## src/rtl/riscv_pkg.sv

```systemverilog
// Shared RISC-V machine parameters and the fetch-queue entry layout.
package riscv_pkg;

  localparam int XLEN = 32;
  localparam int ILEN = 32;
  localparam logic [XLEN-1:0] DEFAULT_RESET_PC = 32'h0000_0000;
  localparam logic [ILEN-1:0] INST_NOP = 32'h0000_0013;

  typedef struct packed {
    logic [ILEN-1:0] inst;
    logic [XLEN-1:0] pc;
  } fetch_entry_t;

  // Instruction addresses are word aligned; the low two bits carry no meaning.
  function automatic logic [XLEN-1:0] align_pc(input logic [XLEN-1:0] pc);
    return {pc[XLEN-1:2], 2'b00};
  endfunction

endpackage

```

## src/rtl/fetch_queue_if.sv

```systemverilog
// Redirect, instruction-memory and decode-side signals of the fetch queue.
interface fetch_queue_if;
  import riscv_pkg::*;

  logic            redirect;
  logic [XLEN-1:0] redirect_pc;
  logic            imem_req;
  logic [XLEN-1:0] imem_addr;
  logic [ILEN-1:0] imem_rdata;
  logic            inst_valid;
  logic            inst_ready;
  logic [ILEN-1:0] inst;
  logic [XLEN-1:0] inst_pc;

  modport master (
    input  redirect, redirect_pc, imem_rdata, inst_ready,
    output imem_req, imem_addr, inst_valid, inst, inst_pc
  );

  modport slave (
    output redirect, redirect_pc, imem_rdata, inst_ready,
    input  imem_req, imem_addr, inst_valid, inst, inst_pc
  );

endinterface

```

## src/rtl/fetch_queue_sync_fifo.sv

```systemverilog
// Single-clock FIFO with synchronous reset and flush; head is read combinationally.
module sync_fifo #(
  parameter int WIDTH = 64,
  parameter int DEPTH = 4
) (
  input  logic                     clk,
  input  logic                     reset,
  input  logic                     push,
  input  logic [WIDTH-1:0]         din,
  input  logic                     pop,
  input  logic                     flush,
  output logic [WIDTH-1:0]         dout,
  output logic                     full,
  output logic                     empty,
  output logic [$clog2(DEPTH):0]   count
);

  localparam int AW = $clog2(DEPTH);
  localparam int CW = AW + 1;

  logic [WIDTH-1:0] mem_r [DEPTH];
  logic [AW-1:0]    wr_ptr_r;
  logic [AW-1:0]    rd_ptr_r;
  logic [CW-1:0]    count_r;
  logic             push_ok_s;
  logic             pop_ok_s;

  // Qualify requests against occupancy so a misuse can never corrupt state.
  always_comb begin
    push_ok_s = 1'b0;
    pop_ok_s  = 1'b0;
    if (count_r != CW'(DEPTH)) begin
      push_ok_s = push;
    end else begin
      push_ok_s = 1'b0;
    end
    if (count_r != CW'(0)) begin
      pop_ok_s = pop;
    end else begin
      pop_ok_s = 1'b0;
    end
  end

  // Storage write port.
  always_ff @(posedge clk) begin
    if (push_ok_s) begin
      mem_r[wr_ptr_r] <= din;
    end
  end

  // Pointers and occupancy; flush empties the queue without touching storage.
  always_ff @(posedge clk) begin
    if (reset || flush) begin
      wr_ptr_r <= '0;
      rd_ptr_r <= '0;
      count_r  <= '0;
    end else begin
      if (push_ok_s) begin
        wr_ptr_r <= wr_ptr_r + AW'(1);
      end
      if (pop_ok_s) begin
        rd_ptr_r <= rd_ptr_r + AW'(1);
      end
      case ({push_ok_s, pop_ok_s})
        2'b10:   count_r <= count_r + CW'(1);
        2'b01:   count_r <= count_r - CW'(1);
        default: count_r <= count_r;
      endcase
    end
  end

  assign dout  = mem_r[rd_ptr_r];
  assign full  = (count_r == CW'(DEPTH));
  assign empty = (count_r == CW'(0));
  assign count = count_r;

endmodule

```

## src/rtl/fetch_queue.sv

```systemverilog
// Instruction fetch front end: one outstanding memory read feeding a small
// instruction queue, with redirect flush and synchronous reset.
module fetch_queue
  import riscv_pkg::*;
#(
  parameter int              DEPTH    = 4,
  parameter logic [XLEN-1:0] RESET_PC = DEFAULT_RESET_PC
) (
  input  logic          clk,
  input  logic          reset,
  fetch_queue_if.master bus
);

  localparam int CW = $clog2(DEPTH) + 1;

  logic [XLEN-1:0] fetch_pc_r;
  logic [XLEN-1:0] pending_pc_r;
  logic            inflight_r;
  logic            imem_req_s;
  logic            push_s;
  logic            pop_s;
  logic            valid_s;
  logic            full_s;
  logic            empty_s;
  logic [CW-1:0]   count_s;
  logic [CW-1:0]   occupancy_s;
  fetch_entry_t    push_entry_s;
  fetch_entry_t    head_entry_s;

  // Issue only when a slot is reserved for the response, counting the read in flight.
  always_comb begin
    occupancy_s = count_s + CW'(inflight_r);
    imem_req_s  = 1'b0;
    if (!reset && !bus.redirect && !full_s && (occupancy_s < CW'(DEPTH))) begin
      imem_req_s = 1'b1;
    end else begin
      imem_req_s = 1'b0;
    end
  end

  // Queue-side handshakes; a response landing during redirect or reset is dropped.
  always_comb begin
    valid_s      = !empty_s && !reset;
    pop_s        = valid_s && bus.inst_ready;
    push_s       = inflight_r && !bus.redirect && !reset;
    push_entry_s = '{inst: bus.imem_rdata, pc: pending_pc_r};
  end

  // Fetch address register.
  always_ff @(posedge clk) begin
    if (reset) begin
      fetch_pc_r <= RESET_PC;
    end else if (bus.redirect) begin
      fetch_pc_r <= align_pc(bus.redirect_pc);
    end else if (imem_req_s) begin
      fetch_pc_r <= fetch_pc_r + 32'd4;
    end
  end

  // Outstanding-read tracking.
  always_ff @(posedge clk) begin
    if (reset) begin
      inflight_r   <= 1'b0;
      pending_pc_r <= RESET_PC;
    end else begin
      inflight_r <= imem_req_s;
      if (imem_req_s) begin
        pending_pc_r <= fetch_pc_r;
      end
    end
  end

  sync_fifo #(
    .WIDTH ($bits(fetch_entry_t)),
    .DEPTH (DEPTH)
  ) u_fifo (
    .clk   (clk),
    .reset (reset),
    .push  (push_s),
    .din   (push_entry_s),
    .pop   (pop_s),
    .flush (bus.redirect),
    .dout  (head_entry_s),
    .full  (full_s),
    .empty (empty_s),
    .count (count_s)
  );

  assign bus.imem_req   = imem_req_s;
  assign bus.imem_addr  = reset ? RESET_PC : fetch_pc_r;
  assign bus.inst_valid = valid_s;
  assign bus.inst       = valid_s ? head_entry_s.inst : 32'h0000_0000;
  assign bus.inst_pc    = valid_s ? head_entry_s.pc   : 32'h0000_0000;

endmodule

```

## src/flat_wrapper.sv

```systemverilog
// flat-port wrapper written by rule: the top's interface ports become plain ports
module fetch_queue_flat import riscv_pkg::*;
#(
  parameter int              DEPTH    = 4,
  parameter logic [XLEN-1:0] RESET_PC = DEFAULT_RESET_PC
)
  (clk, reset, bus_redirect, bus_redirect_pc, bus_imem_rdata, bus_inst_ready, bus_imem_req, bus_imem_addr, bus_inst_valid, bus_inst, bus_inst_pc);
  fetch_queue_if bus_i ();
  input  logic clk;
  input  logic reset;
  input wire logic [$bits(bus_i.redirect)-1:0] bus_redirect;
  input wire logic [$bits(bus_i.redirect_pc)-1:0] bus_redirect_pc;
  input wire logic [$bits(bus_i.imem_rdata)-1:0] bus_imem_rdata;
  input wire logic [$bits(bus_i.inst_ready)-1:0] bus_inst_ready;
  output wire logic [$bits(bus_i.imem_req)-1:0] bus_imem_req;
  output wire logic [$bits(bus_i.imem_addr)-1:0] bus_imem_addr;
  output wire logic [$bits(bus_i.inst_valid)-1:0] bus_inst_valid;
  output wire logic [$bits(bus_i.inst)-1:0] bus_inst;
  output wire logic [$bits(bus_i.inst_pc)-1:0] bus_inst_pc;
  assign bus_i.redirect = bus_redirect;
  assign bus_i.redirect_pc = bus_redirect_pc;
  assign bus_i.imem_rdata = bus_imem_rdata;
  assign bus_i.inst_ready = bus_inst_ready;
  assign bus_imem_req = bus_i.imem_req;
  assign bus_imem_addr = bus_i.imem_addr;
  assign bus_inst_valid = bus_i.inst_valid;
  assign bus_inst = bus_i.inst;
  assign bus_inst_pc = bus_i.inst_pc;
  fetch_queue #(.DEPTH(DEPTH), .RESET_PC(RESET_PC)) u_core (.clk(clk), .reset(reset), .bus(bus_i));
endmodule
```

## config.mk

```make
export PLATFORM = sky130hd
export DESIGN_NAME = fetch_queue_flat
export DESIGN_NICKNAME = d
export VERILOG_FILES = /design/src/rtl/riscv_pkg.sv /design/src/rtl/fetch_queue_if.sv /design/src/rtl/fetch_queue_sync_fifo.sv /design/src/rtl/fetch_queue.sv /design/src/flat_wrapper.sv
export SDC_FILE = /design/constraint.sdc
export NUM_CORES = 1
export LEC_CHECK = 0
export ABC_AREA = 1
export ABC_CLOCK_PERIOD_IN_PS = 6200
export CAP_MARGIN = 20
export CORE_MARGIN = 4
export CORE_UTILIZATION = 48
export DETAILED_ROUTE_END_ITERATION = 10
export PLACE_DENSITY = 0.7
export RECOVER_POWER = 100
export SYNTH_ARGS = -nofsm -noshare
export SYNTH_HDL_FRONTEND = slang
export SYNTH_SLANG_ARGS = --single-unit
```

## constraint.sdc

```tcl
create_clock -name clk -period 6.2 [get_ports clk]
set_input_delay 0.93 -clock clk [delete_from_list [all_inputs] [get_ports clk]]
set_output_delay 0.93 -clock clk [all_outputs]
set_load 0.01 [all_outputs]
```

==> out/metrics.cfg <==
[outcome]
status=complete, but fails checks
violations=max-capacitance violations, max-slew violations

[power_and_ir_drop]
p_leak_nw=5.985
power.share.clock=0.430
power_density_nw_per_um2=276.5
vdd.ir_drop.worst_mv=0.1773
switching_share=0.2034
power_frac_seq=0.525
p_int_w=0.003592
power_switching_w=0.0009171
combPwrFrac=0.045

[grt]
grt_max_degree=86
grt.overflow.total=0
grt_pass1_wl_um=48850
grt_pass1_vias=9445
antenna_found_initial=0
grt_usage=0.1966

[timing]
post-route-period-util=0.8214
hold_viol_final=0
tightestPinTransition_ps=2303
grt_setup_unrepaired=no
maxSlewViolCount=165
fmaxAchievable_mhz=196.4
setup_tns_ps=0
setup_viol=0
setup_slack_ps=1107
fin_skew_ps=15.19
layout_min_cycle_time_ps=5093
max_slew_margin=-0.5354

[routing]
viasPerCell=5.182
drcViolationCount=0
vias=9665
first_pass_iters=5
wl_per_cell_um=16.50
drt-initial-drc-count=722
routed_wl_um=30770
ant_nets=0

[setup_path]
critPathArrivalTime_ps=4160
worstSetupPathType=in2out
rr_startpoint=u_core.u_fifo.count[0]
required_ps=5270
critPathLaunchType=input pin
end_kind=output port
crit_start=bus_redirect
crit_fanout=31

[layout]
area_delta_synth_final_pct=21.39
drive_above_1_share=0.06032
layoutNonFillerInstCount=1865
nets=1543
nFillCells=2245

[floorplanning]
num_rows=60
die_y_um=175.3
coreArea_sq_um=27250
io_pins=166
die_area_sq_um=30730
die_x_um=175.3
start_util=0.4930

[placed_design]
gp_congestion=0.8621
dpl_worst_slack_ps=2000
io_buffer_count=159
dpl.cell_count=1804
place_hpwl_um=18400

[cts]
clk-insertion-delay-late_ps=500
cts-resized-gates=0
cts_root_buf=clkbuf_16
clk_pin_slew_ps=60
tritoncts=yes
cts_buffers=34
post_cts_buffers=0
cts_buffer_depth=3
clock_sinks=318
cts-hold-fix-buffers=0
htreeDepth=2

[yosys]
synth-seq-cells=318
synth_area_sq_um=13430
muxShareOfSynthArea=0
synth_area_leaders=edfxtp_1, dfxtp_1, nor2_1
yosysUniqueCellTypes=37
synth_fa_ha_area_frac=0.007078
synth_top_family_by_area=simple AND/OR/NAND/NOR gates
synth_compound_area_frac=0.1149
yosysTopAreaCell=edfxtp_1
synth_warnings=0
yosysSeqAreaShare=0.6587
ys.flop_type=edfxtp_1
synthArstFlopShare=0
synth-xor-area-share=0.003260
synthCells=1331
synth-edff-count=248
synth_top_cell_area_share=0.5543
syn_avg_cell_area_sq_um=10.09
synth-simple-area-share=0.1681

[min_path]
min_from=u_core.u_fifo.rd_ptr_r[1]
min_path_type=reg2reg

[job]
drv_cap=3

==> layer usage <==
layer | GRT usage | up-vias | routed length, um
met4 | 0.04190 | 0 | 454
li1 | - | 4789 | -
met2 | 0.3271 | 311 | 14600
met1 | 0.2748 | 4535 | 13540
met5 | 0 | - | 0
met3 | 0.03336 | 30 | 2179
==> power by group through the flow <==
stage | clock, W | sequential [W] | combinational, W
4_1_cts | 0.00198 | 0.00237 | 0.000217
2_1_floorplan | 0 | 0.00240 | 0.000117
3_5_place_dp | 0 | 0.00241 | 0.000215
5_1_grt | 0.00207 | 0.00237 | 0.000227
6_report | 0.00194 | 0.00237 | 0.000202
3_3_place_gp | 0 | 0.00241 | 0.000212
==> critical path, cell delays in order <==
cell           delay [ps]
dlygate4sd3_1         520
clkbuf_1              840
inv_1                 630
nand2_1               380
inv_4                  90
nand2_4                90
nor2_1                 60
dlygate4sd3_1         620
==> cells in the final DEF (no fill, tap or decap), drive strengths merged, types with 37 or more instances in the layout <==
cell           count
nand3             58
dfxtp             70
edfxtp           248
dlygate4sd3      121
clkdlybuf4s50     37
nand2            152
o21ai            175
nor2             336
inv               76
a21oi            114
clkbuf            53
==> flip-flops by register name (all words and copies together), names as in the netlist, named ones only <==
name	count
u_core.fetch_pc_r	30
u_core.u_fifo.wr_ptr_r	2
u_core.pending_pc_r	30
u_core.u_fifo.count	3
u_core.u_fifo.mem_r	248
u_core.inflight_r	1
u_core.u_fifo.rd_ptr_r	2
==> logic make-up after synthesis <==
group,Yosys count
adders and majority gates,7
AOI/OAI and AO/OA,297
xor gates and xnor gates,5
buffers and inverters,152
and+or+nand+nor,551
DFF,318
other,1
==> cells in the mapped netlist, types with 3 or more instances <==
| library cell | instances |
|---|---|
| o21ai_0 | 165 |
| a21oi_2 | 11 |
| nand2_1 | 148 |
| nand3_2 | 11 |
| o21ai_1 | 10 |
| and2_1 | 3 |
| xor2_1 | 4 |
| ha_1 | 6 |
| inv_1 | 69 |
| buf_2 | 17 |
| clkbuf_1 | 43 |
| nand3_1 | 47 |
| buf_1 | 7 |
| a22oi_1 | 3 |
| nor2_1 | 331 |
| dfxtp_1 | 70 |
| nor2_2 | 3 |
| inv_2 | 5 |
| a31oi_1 | 3 |
| edfxtp_1 | 248 |
| a21oi_1 | 103 |
| buf_4 | 5 |
==> metrics by stage <==
step	total power [W]	instance area (sq um)	utilization	hold WS (ps)
2_1_floorplan	0.002518	13450	-	435.6
3_3_place_gp	0.002623	15300	0.5616	450.2
3_5_place_dp	0.002627	15300	0.5616	454.7
4_1_cts	0.004567	16400	0.6017	463.8
5_1_grt	0.004669	16310	0.5983	489.7
6_report	0.004510	16310	0.5984	465.4
==> final timing paths <==
check / end / slack, ps / cells after the start
setup / recovery: bus_imem_req / 1110 / 8
hold / removal: flop / 470 / 2
setup reg to reg: u_core.u_fifo.count[2] / 2880 / 11
hold reg to reg: flop / 470 / 2
==> cell type report <==
class                   count  area [sq um]  share of cell area
multi-input cells         864          3913              0.2399
clock inverters            11         81.33            0.004987
flip-flops and latches    318          8851              0.5427
diodes                      1         2.502           0.0001534
repair buffers            173          1692              0.1037
well taps                 372         465.4             0.02854
clock buffers              49          1011             0.06199
inverters                  77         292.8             0.01795
Power figures use the tool's default switching activity.
